[src/rtl/ifu_fetch_pkg.sv]
// ifu_fetch_pkg: constants and types shared by the instruction fetch unit.
//   PC_default - reset/base PC, word 0 of instruction memory
//   INSTR_NOP  - instruction encoding substituted for bad-address fetches
//   fetch_entry_t - one queued {pc, instr} pair (64 bits)
package ifu_fetch_pkg;

   localparam logic [31:0] PC_default = 32'h0000_3000;
   localparam logic [31:0] INSTR_NOP  = 32'h0000_0000;

   typedef struct packed {
      logic [31:0] pc;
      logic [31:0] instr;
   } fetch_entry_t;

endpackage

[src/rtl/ifu_fetch_if.sv]
// ifu_fetch_if: bundle of the signals between the fetch unit, the PC register,
// the instruction memory and decode.
//   master - fetch unit side (drives pc_en, im_addr, id_*, fetch_err)
//   slave  - environment side (drives pc_in, im_rdata, flush, id_ready)
interface ifu_fetch_if #(
   parameter int IM_AW = 12
);
   logic [31:0]      pc_in;
   logic             pc_en;
   logic [IM_AW-1:0] im_addr;
   logic [31:0]      im_rdata;
   logic             flush;
   logic             id_valid;
   logic [31:0]      id_instr;
   logic [31:0]      id_pc;
   logic [31:0]      id_pc8;
   logic             id_ready;
   logic             fetch_err;

   modport master (
      input  pc_in, im_rdata, flush, id_ready,
      output pc_en, im_addr, id_valid, id_instr, id_pc, id_pc8, fetch_err
   );

   modport slave (
      output pc_in, im_rdata, flush, id_ready,
      input  pc_en, im_addr, id_valid, id_instr, id_pc, id_pc8, fetch_err
   );
endinterface

[src/rtl/ifu_fetch_queue.sv]
// ifu_queue: DEPTH-entry FIFO of W-bit words with synchronous active-high reset.
// Ports:
//   clk, reset       - clock, synchronous reset (storage reloads RST_DATA)
//   push, push_data  - write at the tail (ignored when full)
//   pop              - advance the head (ignored when empty)
//   flush            - drop all entries; wins over push and pop
//   count            - number of valid entries
//   head             - entry at the head pointer
//   full, empty      - occupancy flags
module ifu_queue #(
   parameter int             DEPTH    = 2,
   parameter int             W        = 64,
   parameter logic [W-1:0]   RST_DATA = '0
) (
   input  logic                       clk,
   input  logic                       reset,
   input  logic                       push,
   input  logic [W-1:0]               push_data,
   input  logic                       pop,
   input  logic                       flush,
   output logic [$clog2(DEPTH+1)-1:0] count,
   output logic [W-1:0]               head,
   output logic                       full,
   output logic                       empty
);
   localparam int PW = (DEPTH > 1) ? $clog2(DEPTH) : 1;
   localparam int CW = $clog2(DEPTH + 1);

   logic [W-1:0]  mem_q [DEPTH];
   logic [W-1:0]  mem_d [DEPTH];
   logic [PW-1:0] head_ptr_q, head_ptr_d;
   logic [PW-1:0] tail_ptr_q, tail_ptr_d;
   logic [CW-1:0] count_q, count_d;
   logic          do_push, do_pop;

   function automatic logic [PW-1:0] ptr_inc(input logic [PW-1:0] p);
      return (p == PW'(DEPTH - 1)) ? '0 : p + PW'(1);
   endfunction

   always_comb begin
      empty   = (count_q == '0);
      full    = (count_q == CW'(DEPTH));
      do_push = push & !full;
      do_pop  = pop & !empty;

      mem_d      = mem_q;
      head_ptr_d = head_ptr_q;
      tail_ptr_d = tail_ptr_q;
      count_d    = count_q;

      if (flush) begin
         head_ptr_d = '0;
         tail_ptr_d = '0;
         count_d    = '0;
      end else begin
         if (do_push) begin
            mem_d[tail_ptr_q] = push_data;
            tail_ptr_d        = ptr_inc(tail_ptr_q);
         end
         if (do_pop) begin
            head_ptr_d = ptr_inc(head_ptr_q);
         end
         case ({do_push, do_pop})
            2'b10:   count_d = count_q + CW'(1);
            2'b01:   count_d = count_q - CW'(1);
            default: count_d = count_q;
         endcase
      end
   end

   always_ff @(posedge clk) begin
      if (reset) begin
         for (int i = 0; i < DEPTH; i++) begin
            mem_q[i] <= RST_DATA;
         end
         head_ptr_q <= '0;
         tail_ptr_q <= '0;
         count_q    <= '0;
      end else begin
         mem_q      <= mem_d;
         head_ptr_q <= head_ptr_d;
         tail_ptr_q <= tail_ptr_d;
         count_q    <= count_d;
      end
   end

   assign count = count_q;
   assign head  = mem_q[head_ptr_q];

endmodule

[src/rtl/ifu_fetch.sv]
// ifu_fetch: instruction fetch unit between the PC register and decode.
// Issues pc_in to a synchronous-read instruction memory, captures the word a
// cycle later and queues {pc, instr} pairs for decode (valid/ready).
// Ports:
//   clk, reset      - clock, synchronous active-high reset
//   bus (master)    - pc_in/pc_en to the PC register, im_addr/im_rdata to
//                     instruction memory, flush from decode, id_* to decode,
//                     fetch_err sticky bad-address flag
// Build option:
//   IFU_ADDR_CHECK_EN - flag misaligned/out-of-range PCs, substitute a nop and
//                       set fetch_err; when undefined fetch_err is tied to 0.
module ifu_fetch
   import ifu_fetch_pkg::*;
#(
   parameter logic [31:0] PC_BASE = PC_default,
   parameter int          IM_AW   = 12,
   parameter int          DEPTH   = 2
) (
   input logic         clk,
   input logic         reset,
   ifu_fetch_if.master bus
);
   localparam int CW = $clog2(DEPTH + 1);
   localparam int OW = CW + 1;

   logic          inflight_q, inflight_d;
   logic [31:0]   inflight_pc_q, inflight_pc_d;
   logic [31:0]   pc_off;
   logic          pop, push, issue;
   logic [OW-1:0] occupancy;
   logic [CW-1:0] q_count;
   logic          q_full, q_empty;
   fetch_entry_t  push_entry, head_entry;

   // Occupancy counts the in-flight word as already owning a slot, so an issue
   // is only made when the returning word is guaranteed room next cycle.
   always_comb begin
      pc_off    = bus.pc_in - PC_BASE;
      pop       = !q_empty & bus.id_ready;
      occupancy = OW'(q_count) + OW'(inflight_q) - OW'(pop);
      issue     = !reset & !bus.flush & (occupancy < OW'(DEPTH));
      push      = inflight_q & !bus.flush & !q_full;
   end

   always_comb begin
      inflight_d    = issue;
      inflight_pc_d = issue ? bus.pc_in : inflight_pc_q;
   end

   always_ff @(posedge clk) begin
      if (reset) begin
         inflight_q    <= 1'b0;
         inflight_pc_q <= PC_BASE;
      end else begin
         inflight_q    <= inflight_d;
         inflight_pc_q <= inflight_pc_d;
      end
   end

   // A flush still loads the PC so the redirect target is taken this cycle.
   assign bus.pc_en   = issue | (bus.flush & !reset);
   assign bus.im_addr = IM_AW'(pc_off >> 2);

`ifdef IFU_ADDR_CHECK_EN
   logic addr_bad;
   logic inflight_bad_q, inflight_bad_d;
   logic fetch_err_q, fetch_err_d;

   always_comb begin
      addr_bad = (bus.pc_in[1:0] != 2'b00) |
                 (bus.pc_in < PC_BASE) |
                 ((pc_off >> (IM_AW + 2)) != 32'd0);
      inflight_bad_d = issue & addr_bad;
      fetch_err_d    = fetch_err_q | (push & inflight_bad_q);
      push_entry.pc    = inflight_pc_q;
      push_entry.instr = inflight_bad_q ? INSTR_NOP : bus.im_rdata;
   end

   always_ff @(posedge clk) begin
      if (reset) begin
         inflight_bad_q <= 1'b0;
         fetch_err_q    <= 1'b0;
      end else begin
         inflight_bad_q <= inflight_bad_d;
         fetch_err_q    <= fetch_err_d;
      end
   end

   assign bus.fetch_err = fetch_err_q;
`else
   always_comb begin
      push_entry.pc    = inflight_pc_q;
      push_entry.instr = bus.im_rdata;
   end

   assign bus.fetch_err = 1'b0;
`endif

   ifu_queue #(
      .DEPTH    (DEPTH),
      .W        (64),
      .RST_DATA ({PC_BASE, INSTR_NOP})
   ) u_queue (
      .clk       (clk),
      .reset     (reset),
      .push      (push),
      .push_data (push_entry),
      .pop       (pop),
      .flush     (bus.flush),
      .count     (q_count),
      .head      (head_entry),
      .full      (q_full),
      .empty     (q_empty)
   );

   assign bus.id_valid = !q_empty;
   assign bus.id_instr = head_entry.instr;
   assign bus.id_pc    = head_entry.pc;
   assign bus.id_pc8   = head_entry.pc + 32'd8;

endmodule

[src/flat_wrapper.sv]
// flat-port wrapper written by rule: the top's interface ports become plain ports
module ifu_fetch_flat import ifu_fetch_pkg::*;
#(
   parameter logic [31:0] PC_BASE = PC_default,
   parameter int          IM_AW   = 12,
   parameter int          DEPTH   = 2
)
  (clk, reset, bus_pc_in, bus_im_rdata, bus_flush, bus_id_ready, bus_pc_en, bus_im_addr, bus_id_valid, bus_id_instr, bus_id_pc, bus_id_pc8, bus_fetch_err);
  ifu_fetch_if #(.IM_AW(IM_AW)) bus_i ();
  input logic clk;
  input logic reset;
  input wire logic [$bits(bus_i.pc_in)-1:0] bus_pc_in;
  input wire logic [$bits(bus_i.im_rdata)-1:0] bus_im_rdata;
  input wire logic [$bits(bus_i.flush)-1:0] bus_flush;
  input wire logic [$bits(bus_i.id_ready)-1:0] bus_id_ready;
  output wire logic [$bits(bus_i.pc_en)-1:0] bus_pc_en;
  output wire logic [$bits(bus_i.im_addr)-1:0] bus_im_addr;
  output wire logic [$bits(bus_i.id_valid)-1:0] bus_id_valid;
  output wire logic [$bits(bus_i.id_instr)-1:0] bus_id_instr;
  output wire logic [$bits(bus_i.id_pc)-1:0] bus_id_pc;
  output wire logic [$bits(bus_i.id_pc8)-1:0] bus_id_pc8;
  output wire logic [$bits(bus_i.fetch_err)-1:0] bus_fetch_err;
  assign bus_i.pc_in = bus_pc_in;
  assign bus_i.im_rdata = bus_im_rdata;
  assign bus_i.flush = bus_flush;
  assign bus_i.id_ready = bus_id_ready;
  assign bus_pc_en = bus_i.pc_en;
  assign bus_im_addr = bus_i.im_addr;
  assign bus_id_valid = bus_i.id_valid;
  assign bus_id_instr = bus_i.id_instr;
  assign bus_id_pc = bus_i.id_pc;
  assign bus_id_pc8 = bus_i.id_pc8;
  assign bus_fetch_err = bus_i.fetch_err;
  ifu_fetch #(.PC_BASE(PC_BASE), .IM_AW(IM_AW), .DEPTH(DEPTH)) u_core (.clk(clk), .reset(reset), .bus(bus_i));
endmodule
[config.mk]
export PLATFORM = sky130hd
export DESIGN_NAME = ifu_fetch_flat
export DESIGN_NICKNAME = d
export VERILOG_FILES = /design/src/rtl/ifu_fetch_pkg.sv /design/src/rtl/ifu_fetch_if.sv /design/src/rtl/ifu_fetch_queue.sv /design/src/rtl/ifu_fetch.sv /design/src/flat_wrapper.sv
export SDC_FILE = /design/constraint.sdc
export NUM_CORES = 1
export LEC_CHECK = 0
export CAP_MARGIN = 40
export CORE_ASPECT_RATIO = 1.2
export CORE_MARGIN = 1.5
export CORE_UTILIZATION = 46
export CTS_CLUSTER_SIZE = 8
export DETAILED_ROUTE_END_ITERATION = 12
export PLACE_DENSITY = 0.73
export SYNTH_ARGS = -nofsm -noshare
export SYNTH_HDL_FRONTEND = slang
export SYNTH_HIERARCHICAL = 1
export SYNTH_SLANG_ARGS = --single-unit
export TNS_END_PERCENT = 50
[constraint.sdc]
create_clock -name clk -period 3 [get_ports clk]
set_input_delay 0.75 -clock clk [delete_from_list [all_inputs] [get_ports clk]]
set_output_delay 0.75 -clock clk [all_outputs]
set_load 0.05 [all_outputs]
==> results.md <==
- Total CTS buffers: 17
- Syn. warnings: 6
- Worst-path maximum fanout: 8
- Worst path slowest cell: dfxtp_4
- Wirelength per Cell: 15.07 um
- Pre-Repair DR Iteration Count: 5
- FP Rows: 53
- Port Buffer Count: 177
- Synth Flop Type: dfxtp_1
- Via count: 6224
- Worst VDD drop: about 370 uV
- Pwr/cell area: 407.1 nW/um^2
- Post-Place Cells: 1200
- First-pass GRT wire length: 30710 um
- Die X: 124.7 um
- Setup repair after global routing missed its margin: yes
- WS Path Type: reg -> out
- Synth area leaders: dfxtp_1 40%, mux2i_1 16%, nand2b_1 14%
- Hold buffers post-CTS: 0
- Ys async rst share: 0%
- Fin. max-slew vios: 0
- Final std cells w/o fill: roughly 1300
- Post-Synthesis Cells: roughly 830
- Post-synth top area cell: dfxtp_1
- Setup TNS: -2.919 ns
- Worst-path clk slew: around 0.06 ns
- Most frequent cells after synthesis: 188 x nand2b_1, 165 x dfxtp_1, 128 x mux2i_1, 74 x nand2_1, 64 x mux2_2
- Synth Cell Area: slightly above 8000 um^2
- Worst slew margin: 53.90%
- Hold Vio Cnt, Final: 0
- Vias in the first global route: 6228
- Worst setup SP type: flip-flop
- Gpl congestion: 0.7380
- Leakage: 5.140 nW
- Net Count, Synth: 905
- Clock Latency Late Sink: 0.42 ns
- Synth-to-layout area growth: 45.32%
- Antenna diode count: 0
- Syn_area_per_cell: 9.816 um^2
- CTS HTree Levels: 4
- Starting Density: 46.88%
- Fin nets: 1094
- Detail Placement HPWL: 12460 um
- Setup Skew: 0.006690 ns
- CP required: 2.25 ns
- Num Clock Sinks: between 150 and 200
- Tmin final: 3.241 ns
- Post-route ant nets: 0
- Total Power: between 4 and 5 mW
- Register area share after synthesis: 40.40%
- TritonCTS clock tree: done
- Status: complete, but fails checks
- DIE HEIGHT: between 100 and 150 um
- Fill cells: 1332
- Post-DR vias/cell: ~5
- Initial antenna violation count: 0
- Post-synth cell types: about 40
- Crit path largest cell delay: 0.39 ns
- 1st-iter DRT viols: 294
- FF+latch count, synth: 165
- Final Cycle Share: 108.0%
- Number of synthesized flops with an enable pin: 0
- Top cell type's share of synthesized area: 40.40%
- WP data arrival: 2.49 ns
- Most frequent cell after synthesis: nand2b_1
- Min-Delay Path Class: reg -> reg
- Worst path cell trace: buf_12, mux2_4, and4_4, nand4_4, buf_6, nor4_4, xor2_4, buf_12
- Fmax: roughly 0.31 GHz
- Clock tree buffer depth: 2
- IO Pins: around 180
- Routed WL: 18910 um
- Max-Cap Viols: 0
- CTS root buffer: clkbuf_16
- Most frequent CP cell: buf_12
- Overall Global Routing Usage: between 20% and 30%
- DRC: 0
- Final setup viols: 22
- Failing checks: setup timing
- GRT overflow: 0
- Core ar.: between 15000 and 20000 um^2
- Worst slew pin tran: a little under 0.7 ns
- Share of cells above drive strength 1: 26.67%
- Setup ws final: -0.2409 ns
- Largest net degree at the start of global routing: slightly below 200
- Die footprint: roughly 19000 um^2
- CP Capture Type: output pin
repair_timing:
action | in CTS | in global routing
setup endpoints to repair | 64 | 51
resized for setup | 85 | 18
gates cloned | 1 | 0
pin swaps | 18 | 14
buffers inserted | 16 | 7
report_power, final:
part           total, mW  leakage [nW]  switching, mW  internal, mW
registers           2.25          1.34         0.0199          2.23
clock network       2.11         0.296          0.841          1.27
logic              0.480          3.51          0.251         0.229
metrics by stage:
step	setup slack (ns)	cell area (um^2)	hold WS, ns	utilization (%)
after floorplan	-0.2044	8738	0.4368	-
after global placement	-0.5031	10900	0.4416	62.49
after detailed placement	-0.5064	10900	0.4486	62.49
after CTS	-0.2843	11760	0.4572	67.42
after global routing	-0.3412	11880	0.4715	68.13
final	-0.2409	11880	0.4561	68.13
logic make-up (layout without fill, tap and decap cells):
kind of cell / count (synthesis) / after routing / share of synthesized area, %
other: 1 / 1 / 0.04586
flip-flops: 165 / 165 / 40.40
buffers and inverters: 79 / 281 / 6.060
XOR/XNOR: 32 / 32 / 3.428
multiplexers: 192 / 192 / 24.48
AND/OR/NAND/NOR: 321 / 321 / 22.46
AO/OA/AOI/OAI: 39 / 39 / 2.418
adder cells (fa/ha/maj): 4 / 4 / 0.7040
layout by cell type (no fill, tap or decap), drive strengths merged, types with 2 or more instances in the layout:
cell	count
xor2	18
mux2	64
buf	112
nand4	6
nor2	12
ha	3
nor2b	2
clkdlybuf4s50	82
inv	9
xnor2	14
nand3	10
clkbuf	24
o21ai	6
or3	2
nand2b	188
a21oi	32
clkinv	6
dfxtp	165
and3	4
dlygate4sd2	47
nor3	6
nand2	74
and4	3
mux2i	128
and2	3
or4	2
nor4	7
sequential cells by signal (all words and copies together), names as in the netlist:
signal	flops
u_core/u_queue/mem_q	128
u_core/u_queue/tail_ptr_q	1
u_core/u_queue/head_ptr_q	1
u_core/u_queue/count	2
u_core/inflight_pc_q	32
u_core/inflight_q	1
cell type report:
cell class	instances	area, um^2	area share [%]
multi-input cells	589	5040	42.41
flip-flops and latches	165	3309	27.85
repair buffers	241	2646	22.27
clock buffers	24	511.7	4.307
well taps	220	275.3	2.317
clock inverters	8	70.07	0.5897
inverters	8	30.03	0.2527
critical path: cells and delay by family (launching register included):
| family | cells | cell delay, ns |
|---|---|---|
| DFF | 1 | 0.39 |
| muxes | 1 | 0.20 |
| buffers and inverters | 3 | 0.48 |
| xor gates and xnor gates | 1 | 0.20 |
| and+or+nand+nor | 3 | 0.80 |
metal layers:
metal / GRT usage (%) / share of wire [%] / vias up
met2: 36.07 / 51 / 145
li1: - / - / 3117
met3: 4.986 / 4.7 / 22
met4: 6.149 / 1.5 / 0
met1: 24.77 / 43 / 2940
met5: 0 / 0 / -
final timing paths:
| path | from | cells after the start | to | slack [ns] |
|---|---|---|---|---|
| max | u_core/u_queue/head_ptr_q$_SDFFE_PP0P_ | 8 | bus_id_pc8[27] | -0.24 |
| min | u_core/inflight_pc_q[25]$_SDFFE_PP0P_ | 2 | u_core/inflight_pc_q[25]$_SDFFE_PP0P_ | 0.46 |
| max reg2reg | u_core/u_queue/count[0]$_SDFFE_PP0P_ | 13 | u_core/inflight_pc_q[17]$_SDFFE_PP0P_ | 0.42 |
| min reg2reg | u_core/inflight_pc_q[25]$_SDFFE_PP0P_ | 2 | u_core/inflight_pc_q[25]$_SDFFE_PP0P_ | 0.46 |
Note: power is estimated with default switching activity, not from simulation.
